[src/rtl/andsinina_pkg.sv]
// Shared helpers for the SININA masked/replicated AND gadget: share-pair
// indexing, bit packing and the pipeline latency.
package andsinina_pkg;

  localparam int LATENCY = 3;

  function automatic int rand_w(input int shares);
    return shares * (shares - 1) / 2;
  endfunction

  // Row-major enumeration of pairs i<j: (0,1),(0,2),..,(1,2),..
  function automatic int pair_idx(input int i, input int j, input int shares);
    return i * shares - (i * (i + 1)) / 2 + (j - i - 1);
  endfunction

  function automatic int bit_idx(input int s, input int k, input int copies);
    return s * copies + k;
  endfunction

endpackage

[src/rtl/and_sinina_param_vote.sv]
// N-way majority voter with a disagreement flag, one per partial-product term.
module sinina_maj_vote #(
  parameter int N = 3
) (
  input  logic [N-1:0] in_i,
  output logic         maj_o,
  output logic         mis_o
);
  localparam int CW = $clog2(N + 1);

  logic [CW-1:0] ones;

  always_comb begin
    ones = '0;
    for (int k = 0; k < N; k++) ones = ones + CW'(in_i[k]);
  end

  assign maj_o = (ones > CW'(N / 2));
  assign mis_o = (|in_i) & ~(&in_i);

endmodule

[src/rtl/and_sinina_param.sv]
// Pipelined SHARES-share / COPIES-replica SININA AND: multiply, majority-correct,
// compress. Optional saturating fault counter under ANDSININA_FAULT_CNT_EN.
module and_sinina_param
  import andsinina_pkg::*;
#(
  parameter int SHARES = 2,
  parameter int COPIES = 3,
  parameter int FCNT_W = 8,
  localparam int RAND_W = rand_w(SHARES),
  localparam int W      = SHARES * COPIES
) (
  input  logic              clk,
  input  logic              reset,
  input  logic              in_valid,
  input  logic [W-1:0]      port_a,
  input  logic [W-1:0]      port_b,
  input  logic [RAND_W-1:0] port_r,
  output logic              out_valid,
  output logic [W-1:0]      port_c,
  output logic              fault_o
`ifdef ANDSININA_FAULT_CNT_EN
  ,
  output logic [FCNT_W-1:0] fault_cnt
`endif
);
  localparam int NT = SHARES * SHARES;

  if (SHARES < 2 || COPIES < 3 || (COPIES % 2) == 0 || FCNT_W < 1) begin : g_bad_cfg
    $fatal(1, "and_sinina_param: need SHARES>=2, odd COPIES>=3, FCNT_W>=1");
  end

  logic [LATENCY:1]           vld_pipe_q;
  logic [NT-1:0][COPIES-1:0]  u_d, u_q;
  logic [NT-1:0][COPIES-1:0]  v_d, v_q;
  logic [NT-1:0]              maj, mis;
  logic                       mis_q;
  logic [W-1:0]               c_d, c_q;
  logic                       fault_q;

  // Term t = i*SHARES+j holds all copies of u_i_j; the same r bit feeds
  // every copy so replicas stay comparable.
  for (genvar i = 0; i < SHARES; i++) begin : g_i
    for (genvar j = 0; j < SHARES; j++) begin : g_j
      localparam int T = i * SHARES + j;
      logic [COPIES-1:0] a_c, b_c;
      for (genvar k = 0; k < COPIES; k++) begin : g_k
        assign a_c[k] = port_a[bit_idx(i, k, COPIES)];
        assign b_c[k] = port_b[bit_idx(j, k, COPIES)];
      end
      if (i == j) begin : g_diag
        assign u_d[T] = a_c & b_c;
      end else if (i < j) begin : g_up
        assign u_d[T] = (a_c & b_c) ^ {COPIES{port_r[pair_idx(i, j, SHARES)]}};
      end else begin : g_lo
        assign u_d[T] = (a_c & b_c) ^ {COPIES{port_r[pair_idx(j, i, SHARES)]}};
      end

      sinina_maj_vote #(.N(COPIES)) u_vote (
        .in_i  (u_q[T]),
        .maj_o (maj[T]),
        .mis_o (mis[T])
      );
      assign v_d[T] = {COPIES{maj[T]}};
    end
  end

  for (genvar i = 0; i < SHARES; i++) begin : g_c
    for (genvar k = 0; k < COPIES; k++) begin : g_ck
      logic [SHARES-1:0] row;
      for (genvar j = 0; j < SHARES; j++) begin : g_cj
        assign row[j] = v_q[i * SHARES + j][k];
      end
      assign c_d[bit_idx(i, k, COPIES)] = ^row;
    end
  end

  always_ff @(posedge clk) begin
    if (reset) begin
      vld_pipe_q <= '0;
      u_q        <= '0;
      v_q        <= '0;
      mis_q      <= 1'b0;
      c_q        <= '0;
      fault_q    <= 1'b0;
    end else begin
      vld_pipe_q <= {vld_pipe_q[LATENCY-1:1], in_valid};
      u_q        <= u_d;
      v_q        <= v_d;
      mis_q      <= |mis;
      c_q        <= c_d;
      fault_q    <= mis_q & vld_pipe_q[2];
    end
  end

  assign out_valid = vld_pipe_q[LATENCY];
  assign port_c    = c_q;
  assign fault_o   = fault_q;

`ifdef ANDSININA_FAULT_CNT_EN
  logic [FCNT_W-1:0] cnt_d, cnt_q;

  always_comb begin
    cnt_d = cnt_q;
    if (out_valid && fault_q && !(&cnt_q)) cnt_d = cnt_q + 1'b1;
  end

  always_ff @(posedge clk) begin
    if (reset) cnt_q <= '0;
    else       cnt_q <= cnt_d;
  end

  assign fault_cnt = cnt_q;
`endif

endmodule

[config.mk]
export PLATFORM = sky130hd
export DESIGN_NAME = and_sinina_param
export DESIGN_NICKNAME = d
export VERILOG_FILES = /design/src/rtl/andsinina_pkg.sv /design/src/rtl/and_sinina_param_vote.sv /design/src/rtl/and_sinina_param.sv
export SDC_FILE = /design/constraint.sdc
export NUM_CORES = 1
export LEC_CHECK = 0
export CORE_ASPECT_RATIO = 0.9
export CORE_MARGIN = 10
export CORE_UTILIZATION = 45
export CTS_CLUSTER_DIAMETER = 30
export DETAILED_ROUTE_END_ITERATION = 12
export DONT_BUFFER_PORTS = 1
export HOLD_SLACK_MARGIN = 0.05
export PLACE_DENSITY_LB_ADDON = 0.2
export SYNTH_ARGS = -nofsm -noshare
export SYNTH_HDL_FRONTEND = slang
export SYNTH_SLANG_ARGS = --single-unit
[constraint.sdc]
create_clock -name clk -period 1.5 [get_ports clk]
set_input_delay 0.3 -clock clk [delete_from_list [all_inputs] [get_ports clk]]
set_output_delay 0.3 -clock clk [all_outputs]
set_load 0.01 [all_outputs]
# Word-level counts from Yosys, hierarchy flattened
# Index checks and enable logic that the tools add are counted.
# Widths: inputs -> output; s select.
[totals]
ff_bits = 27
output_inout_bits = 8
inputBits = 16
elab_cells = 54
[classes]
n_addsub = 8
n_reduce_logical = 15
bitwise = 15
magnitude_cmp = 4
[op_table]
columns = ["operator", "count"]
rows = [
  ["$and 3x3->3", 4],
  ["$reduce_and 3->1", 4],
  ["$reduce_or 3->1", 4],
  ["$reduce_xor 2->1", 6],
  ["$add 1x1->2", 4],
  ["$add 2x1->2", 4],
  ["$gt 2x1->1 const B", 4],
  ["$xor 3x3->3", 2],
  ["$and 1x1->1", 5],
  ["$not 1->1", 4],
  ["$reduce_or 4->1", 1],
]

# Logic depth before layout (Yosys ltp)
# Gate-level depths: netlist of the first run.
[logic_depth]
ltp_word = 4
ltp_mapped = 3
depth_no_buf = 3

# By module
# A second synthesis of the first run with hierarchy kept.
[hier_totals]
hier_cells = 89
area_unflattened_um2 = 867.1
[by_module_without_submodules]
columns = ["module", "instances", "seq_area_each_um2", "area_each_um2", "cells_each"]
rows = [
  ["and_sinina_param", 1, 460.4, 726.9, 69],
  ["sinina_maj_vote", 4, 0.0, 35.0, 5],
]

# Least setup slack after synthesis of the first run
# OpenSTA, ideal clock, no wires.
[synth_timing]
path_type = "register to register"
from = "reg u_q[0] (netlist bit)"
to = "reg mis_q"
setup_slack_ns = 0.470
n_path_buf = 0
arrival_time_ns = 0.898
t_required_ns = 1.368
path_stages_with_launch = 4
setup_ns = 0.132
synth_period_minus_slack_ns = 1.030
cell_sequence = "dfxtp_1 -> or3_1 -> a22oi_1 -> a21oi_1"
[synth_via]
elab_chain_len = 4
word_cells_on_any_way = 5
cone_classes = "bitwise: 2; reduce/logical: 3"
[synth_lines]
columns = ["item", "line_no", "rtl"]
rows = [
  ["from (decl)", "and_sinina_param.sv:33", "logic [NT-1:0][COPIES-1:0] u_d, u_q;"],
  ["from (signal assigned)", "and_sinina_param.sv:87", "u_q <= u_d;"],
  ["$reduce_and 3->1", "and_sinina_param_vote.sv:19", "assign mis_o = (|in_i) & ~(&in_i);"],
  ["$not 1->1", "and_sinina_param_vote.sv:19", ""],
  ["$and 1x1->1 (*)", "and_sinina_param_vote.sv:19", ""],
  ["$reduce_or 4->1 (*)", "and_sinina_param.sv:89", "mis_q <= |mis;"],
  ["to (signal assigned)", "and_sinina_param.sv:89", ""],
  ["to (decl)", "and_sinina_param.sv:36", "logic mis_q;"],
]
# Every way passes the cells marked *; elsewhere a longest branch is shown, timed or not.
# A chain may end at the register's enable or synchronous reset.

==> results, run 1 <==
- The number of instances in the synthesized netlist is 90.
- The signal on the critical path passes through dlygate4sd3_1 -> nor2b_1 -> and2_1.
- The count of nets left with antenna violations once routing finished came out at 0.
- Among all flip-flop cells after synthesis, the most frequent one is dfxtp_1.
- The classification of the worst-slack hold path is primary input to register.
- The non-filler instance count after layout is 113.
- The beginning of the worst register-to-register path is u_q[0].
- The most numerous cell in the Yosys netlist is dfxtp_1.
- Counting both buffers and inverters, the worst setup path holds a total of 1.
- The data arrival time of the worst path is 1.37 ns.
- STA classifies the critical path startpoint as a primary input.
- At the end of the flow, the number of nets in the layout was 110.
- The placer's final routability congestion estimate is 0.638.
- Using the TritonRoute via totals, the vias-per-cell ratio works out to 4.76.
- The share of synthesized area in the top cell type comes to 0.544.
- The proportion of layout cells with a drive suffix above 1 is 0.0337.
- The deepest level of the CTS H-tree is 1.
- The clock latency at the later pin of the worst-skew pair is 0.29 ns.
- Of all flip-flops after synthesis, the portion carrying an async set or reset was 0.
- The critical path starts at reset.
- Power spread over the standard cell area amounts to 1130 nW/um^2.
- For the pin with the worst max-slew slack, the measured transition is 0.429 ns.
- The element type at the critical path end is a register.
- Setup repair after global routing left no endpoint under its margin.
- The final number of setup-violating endpoints is 0.
- The number of placed instances, taps included, is 107.
- When the netlist entered floorplanning its net count stood at 110.
- The completed layout was analyzed and its total power is 0.999 mW.
- After detailed routing, the average wire length per cell comes to 11.7 microns.
- The sum of net half-perimeters after detailed placement is 1.02 mm.
- The run finished with clean final reports.
- The total cell area at the placement stage is 835 sq um.
- The total via count after detailed routing is 538.
- The floorplan step set the die height to 61.2 microns.
- For this run, global-route usage on met3 was measured as 0.0690.
- The commonest cells after synthesis are dfxtp_1, nor2_1, nand2_1.
- The routed design has 1.32 mm of wire.
- The cell family contributing the most delay on the critical path is buffers and inverters.
- The clock root buffer is clkbuf_4.
- By startpoint and endpoint, the worst setup path is classified as primary input to register.
- The first detailed-routing pass ran for 2 iterations.
- Summing all non-filler instances in the final layout gives an area of 881 sq um.
- The initial utilization of the core area, before any placement, comes to 0.488.
- In the finished design, the share of the clock period the worst path needs comes to 0.781.
- The number of diodes is 0.
- Across the run, the number of max-cap violations was 0.
- The core box area is 1730 sq um.
- The number of clock sinks is 23.
- For met2 alone, demand over resource in global routing was 0.113.
- The required time of the critical path is 1.70 ns.
- The stage delay of the slowest cell on the critical path is 0.80 ns.
- The analysis attributes to cell leakage a power of 0.378 nW.
- Clock-pin slew was measured on the worst setup and hold paths at 0.11 ns.
- After synthesis, the cell types taking the most area are dfxtp_1, nor2_1, xor2_1.
- The die covers 4020 sq um.
- Averaged over all synthesized cells, the footprint is 9.41 sq um.
- Post-CTS repair changed the size of 0 cells.
- The I/O pin total is 24.
- The cell row count is 14.
- The global routing stage identified its most utilized layer as met2.
- The first global-routing pass estimated 2.35 mm of wire.
- Compared with the post-synthesis result, the final layout area differs by 3.99%.
- The tightest slew margin relative to the limit is 0.713.
- The count of buffers added on input and output ports is 0.
- The total overflow reported by the global router is 0.
- The final number of max-transition violations is 0.
- The via count of the first global-routing pass is 575.
- The clock arrives with 0.00610 ns of skew.
- The initial antenna violation count came to 0.
- TritonCTS built the clock tree.
- For this run, the number of Yosys warnings is 0.
- Synthesis inferred 23 register bits.
- The slowest stage of the critical path belongs to the cell dlygate4sd3_1.
- In this run, distinct cell masters in the synthesized netlist total 16.
- The number of synthesized flops with an enable pin is 0.
- The cts-stage hold buffer count is 1.
- The smallest clock period supported by the final layout is computed as 1.17 ns.
- The total setup buffers inserted after CTS is 0.
- The clock passes through at most 2 buffers.
- The violation count after the first detailed-routing iteration is 6.
- After detailed routing, the number of remaining DRC violations is 0.
- The final-report hold violation count is 0.
- Along the worst path, the maximum fanout reaches 12.
- The worst-case IR drop observed on VDD is 844 uV.
- dfxtp_1 takes more of the synthesized area than any other cell.
- The mapped cell area is 847 sq um.
- The largest net degree at the start of global routing is 15.
- The number of buffers inserted during clock tree synthesis is 3.
- The worst hold path startpoint is port_b[2].
- The setup TNS after final layout is 0 ns.
- The horizontal extent of the die is 65.7 microns.
- The portion of the post-synthesis area used by sequential elements is 0.544.
- For this run, the total global-route usage over all layers was measured as 0.0752.
- The global routing met1 resource utilization is 0.0759.
- The highest achievable clock rate is 854 MHz.
==> where the power goes <==
group          switching [mW]  internal (mW)  leakage (nW)
Sequential             0.0221          0.643         0.189
Combinational          0.0349         0.0396         0.174
Clock                   0.156          0.103        0.0150
==> sequential cells by signal, summed over array words and instances (netlist names) <==
| signal | flops |
|---|---|
| mis_q | 1 |
| u_q | 12 |
| vld_pipe_q | 3 |
| g_c.g_ck.row | 4 |
| port_c | 2 |
| fault_o | 1 |
==> cell usage in the layout (no fill, tap or decap) <==
cell type      count
clkbuf_4           3
nor2b_1            3
and3b_1            1
or3_1              4
a21oi_1            5
and2_1             1
dfxtp_1           23
dlygate4sd3_1      2
ha_1               4
nand3_1            4
xor2_1             6
a22oi_1            2
clkbuf_1           1
nor2_1            17
nand2_1           11
xnor2_1            2
==> cell type report <==
type	count	area, sq um
fill	172	853
tap	24	30.0
timing repair buffer	2	20.0
clock buffer	4	26.3
sequential	23	460
multi-input combinational	60	344
==> cell families after synthesis <==
| family | count (synthesis) | share of synthesized area |
|---|---|---|
| buffers and inverters | 7 | 0.0502 |
| XOR/XNOR | 8 | 0.0827 |
| flip-flops | 23 | 0.544 |
| AO/OA/AOI/OAI | 7 | 0.0473 |
| AND/OR/NAND/NOR | 41 | 0.217 |
| adder cells (fa/ha/maj) | 4 | 0.0591 |
==> layer usage <==
| metal | part of all wire | vias to the layer above | wire length (microns) |
|---|---|---|---|
| li1 | - | 286 | - |
| met1 | 0.42 | 227 | 560 |
| met2 | 0.39 | 23 | 513 |
| met3 | 0.18 | 2 | 236 |
| met4 | 0.011 | 0 | 14 |
| met5 | 0 | - | 0 |
==> worst register-to-register path: stages (launching register included) <==
cell	delay, ns
dfxtp_1	0.33
or3_1	0.37
a22oi_1	0.20
a21oi_1	0.09
==> stage by stage <==
step / hold WS, ns / util / worst slack (ns)
2_1_floorplan: 0.379 / - / 0.470
3_3_place_gp: 0.374 / 0.481 / 0.458
3_5_place_dp: 0.375 / 0.481 / 0.417
4_1_cts: 0.0517 / 0.502 / 0.376
5_1_grt: 0.0970 / 0.508 / 0.272
6_report: 0.110 / 0.508 / 0.329
==> worst paths after layout <==
kind         slack [ns]  depth (start not counted)  endpoint
max                0.33                          3   fault_o
min                0.11                          2    u_q[2]
max reg2reg        0.41                          3     mis_q
min reg2reg        0.45                          1   fault_o
Note: power is estimated with default switching activity, not from simulation.
==> run 2, diff against run 1 <==
Clock period 1.5 ns to 1.1 ns, I/O delays scaled along.
==> run 2 against run 1 <==
Die area did not move. Highest routed layer unchanged. Total power increased by 41%. Sequential power is 37% higher. Non-clock buffer count grew 12. Final area up 16%. Combinational power is 88% higher. Wire length rose by 8.2%. Global-route usage up 0.90 points. Worst hold slack got worse by 0.031 ns. Register-to-register slack worse by 0.39 ns. Cell count rose by 11%. First-iteration DRC count decreased by 17%.
==> results, run 2 (synthesis results as in run 1) <==
- The total detailed-routing wirelength is 1.43 mm (+8.2%).
- The proportion of layout cells with a drive suffix above 1 was 0.0990 (+0.0653).
- The highest fanout seen on the critical path was 3 (-9).
- The via count of the first global-routing pass is 625 (+8.7%).
- The areal power density over the cells came to 1380 nW/um^2 (+22%).
- TritonCTS built the clock tree.
- The transition time of the tightest slew-check pin is 0.290 ns (-0.139 ns).
- In this run the worst setup path begins at u_q[7].
- The final-report hold violation count is 0 (unchanged).
- The path class of the tightest hold or removal check is primary input to register.
- The tightest slew margin relative to the limit came to 0.806 (+0.0929).
- The global router's overall resource usage is 0.0842 (+0.00904).
- The worst setup slack after placement is 0.0168 ns (-0.400 ns).
- The summed area of non-filler cells in the final layout is 1020 sq um (+16%).
- The required time of the critical path is 1.28 ns (-0.42 ns).
- The initial antenna violation count is 0 (unchanged).
- The violation count after the first detailed-routing iteration is 5 (-1).
- The final net count was 122 (+11%).
- The power dissipated by switching net loads is 0.294 mW (+38%).
- The nature of the critical path startpoint is a register.
- The area growth from synthesis to layout is 20.2%.
- The number of I/O port buffers came to 0 (unchanged).
- The number of max-cap violations is 0 (unchanged).
- The clock latency at the later pin of the worst-skew pair is 0.29 ns (about the same).
- The core box area is 1730 sq um (unchanged).
- The post-route total power is 1.40 mW (+41%).
- Clock tree synthesis selected as its root buffer the cell clkbuf_4.
- The number of clock sinks came to 23 (unchanged).
- The deepest level of the CTS H-tree is 1 (unchanged).
- The clock transition at the registers of the reported paths is 0.11 ns (about the same).
- The worst ir drop on vdd is 1150 uV (+37%).
- Leaving out fill and tap cells, the most frequent cell in the layout is dfxtp_1.
- The worst setup path is captured at a register.
- Setup repair after global routing could not meet its margin everywhere.
- The total overflow reported by the global router is 0 (unchanged).
- The area of the die came to 4020 sq um (unchanged).
- The stage delay of the slowest cell on the critical path came to 0.37 ns (-0.43 ns).
- The total setup buffers inserted after CTS is 0 (unchanged).
- The global-route wire length before repair came to 2.63 mm (+12%).
- The critical path goes through or3_1 -> a22oi_1 -> a21oi_1.
- The power share of the clock group is 0.253 (-0.007).
- The placer's final routability congestion estimate was 0.638 (about the same).
- The setup TNS after final layout is 0 ns (unchanged).
- The static power due to leakage is 0.450 nW (+19%).
- The remaining antenna violation count is 0 (unchanged).
- The starting density of the core was 0.488 (unchanged).
- The final number of setup-violating endpoints is 0 (unchanged).
- After layout, the minimum clock period comes to 1.08 ns.
- The worst hold path startpoint is port_b[0].
- The register with the highest flop count is u_q.
- The cell count of the worst reg-to-reg path was 3 (unchanged).
- The number of buffers on the longest clock path came to 2 (unchanged).
- The cell with the largest stage delay on the worst path is or3_1.
- The cell row count is 14 (unchanged).
- The setup slack of the worst register-to-register path came to 0.02 ns (-0.39 ns).
- The startpoint-to-endpoint class of the critical path is register to register.
- The switching part of the total power was 0.210 (-0.00356).
- The sum of net half-perimeters after detailed placement is 1.02 mm (unchanged).
- The via count normalized by instance count is 4.77 (+0.15%).
- The top cell types in the final layout, fill and taps aside, are dfxtp_1, nor2_1, dlygate4sd3_1.
- The cell depth of the worst hold path came to 1 (-1).
- The run finished with clean final reports.
- The beginning of the worst register-to-register path is u_q[7].
- The total cell area at the placement stage is 835 sq um (unchanged).
- The final worst hold slack is 0.0793 ns (-0.0311 ns).
- The total via count after detailed routing is 596 (+11%).
- The worst hold path terminates at u_q[0].
- The terminus of the critical flop-to-flop path is mis_q.
- The I/O pin total is 24 (unchanged).
- In the finished design, the share of the clock period the worst path needs comes to 0.985.
- The height of the chip came to 61.2 microns (unchanged).
- The post-route clock skew came to 0.000980 ns (-0.00512 ns).
- The number of search-and-repair iterations in the first detailed-routing pass is 2 (unchanged).
- The number of remaining DRC errors is 0 (unchanged).
- The data arrival time of the worst path is 1.27 ns (-0.10 ns).
- The number of buffers inserted during clock tree synthesis is 3 (unchanged).
- The number of flip-flops under the largest register name is 12 (unchanged).
- The final number of max-transition violations is 0 (unchanged).
- The cell-internal power was 1.11 mW (+41%).
- The register share of total power is 0.647 (-0.019).
- The highest achievable clock rate is 923 MHz.
- The setup slack after layout is 0.0164 ns (-0.312 ns).
- The horizontal extent of the die is 65.7 microns (unchanged).
- The number of diodes is 0 (unchanged).
- The combinational fraction of design power is 0.100 (+0.025).
- The largest net degree at the start of global routing was 17 (+2).
- The routed wirelength normalized by instance count is 11.5 microns (-2.2%).
run 2: cell types whose count changed in the layout (fill, tap and decap cells not counted), sizes merged:
cell         change
dlygate4sd3     +12
run 2: timing repair:
| action | 4_1_cts | 5_1_grt |
|---|---|---|
| endpoints found under the hold margin | 21 | 2 |
| resized for setup | 0 | 7 |
| hold buffers | 15 | 1 |
| endpoints found under the setup margin | 0 | 9 |
run 2: final cells by class:
| cell class | instances | area, sq um |
|---|---|---|
| fill | 152 | 716 |
| sequential | 23 | 465 |
| multi-input combinational | 60 | 357 |
| timing repair buffer | 14 | 140 |
| tap | 24 | 30.0 |
| clock buffer | 4 | 26.3 |
run 2: worst max-delay path by stage:
| stage | to | slack [ns] | depth (start not counted) |
|---|---|---|---|
| after floorplan | mis_q | 0.07 | 3 |
| after global placement | mis_q | 0.06 | 3 |
| after detailed placement | mis_q | 0.02 | 3 |
| after CTS | mis_q | 0.0008 | 3 |
| after global routing | mis_q | -0.03 | 3 |
| final | mis_q | 0.02 | 3 |
run 2: critical path: cells and delay by family (launching register included):
kind | cells | cell delay, ns
and+or+nand+nor | 1 | 0.37
AOI/OAI and AO/OA | 2 | 0.26
DFF | 1 | 0.34
run 2: power groups by stage:
stage	logic, mW	registers, mW	clock network, mW
global route	0.161	0.915	0.416
floorplan	0.101	0.916	0
global placement	0.0856	0.924	0
finish	0.140	0.908	0.355
CTS	0.134	0.907	0.375
detailed placement	0.0866	0.926	0
run 2: stage by stage:
stage / utilization / cells
after floorplan: - / 90
after global placement: 0.481 / 107
after detailed placement: 0.481 / 107
after CTS: 0.583 / 126
after global routing: 0.587 / 125
final: 0.587 / 125
run 2: per-layer routing:
layer / vias up / global-route usage / wire, microns
met3: 2 / 0.0690 / 237
met4: 0 / 0.0183 / 8
li1: 309 / - / -
met1: 262 / 0.0841 / 595
met5: - / 0 / 0
met2: 23 / 0.135 / 591
==> run 3, diff against run 2 <==
Settings changed: CORE_UTILIZATION 45 to 35.
==> run 3 against run 2 <==
Worst hold slack improved by 0.0093 ns. Sequential power about the same. Clock skew grew 0.0014 ns. Fmax rose by 0.73%. Final area up 2.0%. Count of clock-buffer cells in the layout unchanged. Via count fell by 1.7%. Clock power up 5%. Sequential share of layout area shrank 0.76 points. Register-to-register slack about the same.
==> results, run 3 (synthesis results as in run 1) <==
- The final number of setup-violating endpoints is 0 (unchanged).
- The post-route total power is 1.43 mW (+1.9%).
- The transition time of the tightest slew-check pin is 0.367 ns (+0.0771 ns).
- The share of the clock period used by the worst path after layout is 0.978 (-0.00716).
- The total via count after detailed routing was 586 (-1.7%).
- The tightest slew margin relative to the limit is 0.754 (-0.0516).
- The minimum clock period is 1.08 ns (-0.00787 ns).
- The I/O pin total was 24 (unchanged).
- The number of flip-flops under the largest register name was 12 (unchanged).
- The number of diodes is 0 (unchanged).
- The flow ran to the end, and the final reports show no timing, DRC or antenna violations.
- The number of buffers inserted during clock tree synthesis was 3 (unchanged).
- The routed wirelength normalized by instance count came to 12.4 microns (+8.3%).
- The clock latency at the later pin of the worst-skew pair came to 0.31 ns (+0.02 ns).
- The clock root buffer is clkbuf_4.
- Setup repair after global routing could not meet its margin everywhere.
- The largest net degree at the start of global routing is 15 (-2).
- The static power due to leakage is 0.461 nW (+2.5%).
- The final net count is 124 (+1.6%).
- In this run the worst setup path begins at vld_pipe_q[1].
- The nature of the critical path startpoint is a register.
- The number of I/O port buffers is 0 (unchanged).
- The via count of the first global-routing pass is 582 (-6.9%).
- The global routing met1 resource utilization was 0.0679 (-0.0162).
- The via count normalized by instance count came to 4.51 (-5.5%).
- The number of buffers on the longest clock path is 2 (unchanged).
- The count of buffer and inverter cells on the critical path came to 1 (+1).
- The total detailed-routing wirelength is 1.61 mm (+13%).
- The highest achievable clock rate was 930 MHz (+0.73%).
- The core box area is 2240 sq um (+29%).
- In this run the critical register-to-register path is launched from vld_pipe_q[1].
- The worst ir drop on vdd is 694 uV (-40%).
- The initial antenna violation count is 0 (unchanged).
- The area of the die came to 4790 sq um (+19%).
- TritonCTS built the clock tree.
- The classification of the worst-slack hold path is primary input to register.
- The met2 capacity usage during global routing is 0.105 (-0.0304).
- The deepest level of the CTS H-tree is 1 (unchanged).
- The setup slack of the worst register-to-register path is 0.02 ns (about the same).
- The highest fanout seen on the critical path is 1 (-2).
- The number of max-cap violations came to 0 (unchanged).
- The cell with the largest stage delay on the worst path is dlygate4sd3_1.
- The startpoint-to-endpoint class of the critical path is register to register.
- The required time of the critical path came to 1.30 ns (+0.02 ns).
- Relative to the synthesized area, the layout overhead comes to 22.6%.
- The library cells used most frequently in the layout, excluding fill and tap cells, are dfxtp_1, nor2_1, dlygate4sd3_1.
- The stage delay of the slowest cell on the critical path is 0.55 ns (+0.18 ns).
- The clock transition at the registers of the reported paths was 0.11 ns (about the same).
- The final-report hold violation count was 0 (unchanged).
- The height of the chip is 66.7 microns (+9.0%).
- The violation count after the first detailed-routing iteration came to 7 (+2).
- The areal power density over the cells is 1380 nW/um^2 (-0.10%).
- The register with the highest flop count is u_q.
- The kind of cell adding the most delay to the critical path is buffers and inverters.
- The number of cells on the critical path was 2 (-1).
- The endpoint identified for the worst register-to-register timing path is vld_pipe_q[2].
- The global router's overall resource usage is 0.0732 (-0.0111).
- The post-route clock skew is 0.00236 ns (+0.00138 ns).
- The global-route wire length before repair is 2.63 mm (unchanged).
- The number of clock sinks is 23 (unchanged).
- The starting density of the core is 0.378 (-0.111).
- The horizontal extent of the die is 71.9 microns (+9.3%).
- The most common cell after layout, fill and taps aside is dfxtp_1.
- The summed area of non-filler cells in the final layout is 1040 sq um (+2.0%).
- The worst hold path startpoint is reset.
- The placer's final routability congestion estimate is 0.654 (+2.5%).
- The proportion of layout cells with a drive suffix above 1 is 0.107 (+0.00779).
- The final number of max-transition violations is 0 (unchanged).
- The data arrival time of the worst path was 1.28 ns (about the same).
- The cell count of the worst reg-to-reg path is 2 (-1).
- The number of remaining DRC errors is 0 (unchanged).
- The endpoint of the most critical setup path is vld_pipe_q[2].
- The number of search-and-repair iterations in the first detailed-routing pass is 3 (+1).
- The element type at the critical path end is a register.
- The total overflow reported by the global router is 0 (unchanged).
- The global-route track usage on met3 is 0.0637 (-0.00526).
- The layer flagged by global routing as most heavily used is met2.
- Traced cell by cell, the critical path runs through nor2b_1 -> dlygate4sd3_1.
- The total cell area at the placement stage came to 838 sq um (+0.45%).
- The remaining antenna violation count is 0 (unchanged).
- The cell row count was 16 (+2).
run 3: worst min-delay path by stage:
stage                         end  slack [ns]  depth (start not counted)
CTS                        u_q[0]        0.05                          1
global placement        port_c[2]        0.30                          1
floorplan           vld_pipe_q[3]        0.30                          1
global route               u_q[0]        0.06                          1
finish                     u_q[0]        0.09                          1
detailed placement          mis_q        0.30                          1
run 3: timing repair:
item,CTS,global route
endpoints found under the hold margin,21,1
setup buffers,0,1
hold buffers,13,2
setup endpoints to repair,0,1
resized for setup,0,7
run 3: metal layers:
metal  up-vias  share of wire
met5         -              0
met4         0          0.026
met3         4           0.15
met2        21           0.41
met1       248           0.41
li1        313              -
run 3: metrics by stage:
| stage | hold WS, ns | setup slack, ns | util | TNS, ns | instances |
|---|---|---|---|---|---|
| 2_1_floorplan | 0.299 | 0.0702 | - | 0 | 90 |
| 3_3_place_gp | 0.296 | 0.0556 | 0.374 | 0 | 110 |
| 3_5_place_dp | 0.296 | 0.0293 | 0.374 | 0 | 110 |
| 4_1_cts | 0.0540 | 0.000727 | 0.444 | 0 | 127 |
| 5_1_grt | 0.0593 | -0.0256 | 0.463 | -0.0256 | 130 |
| 6_report | 0.0885 | 0.0242 | 0.463 | 0 | 130 |
run 3: cell type report:
type                       count  area (sq um)
clock buffer                   4          26.3
fill                         230          1200
timing repair buffer          16           158
sequential                    23           467
tap                           27          33.8
multi-input combinational     60           354
run 3: power breakdown:
group	leakage [nW]	switching, mW	internal (mW)
Clock	0.0150	0.232	0.142
Sequential	0.191	0.0313	0.879
Combinational	0.255	0.0520	0.0938
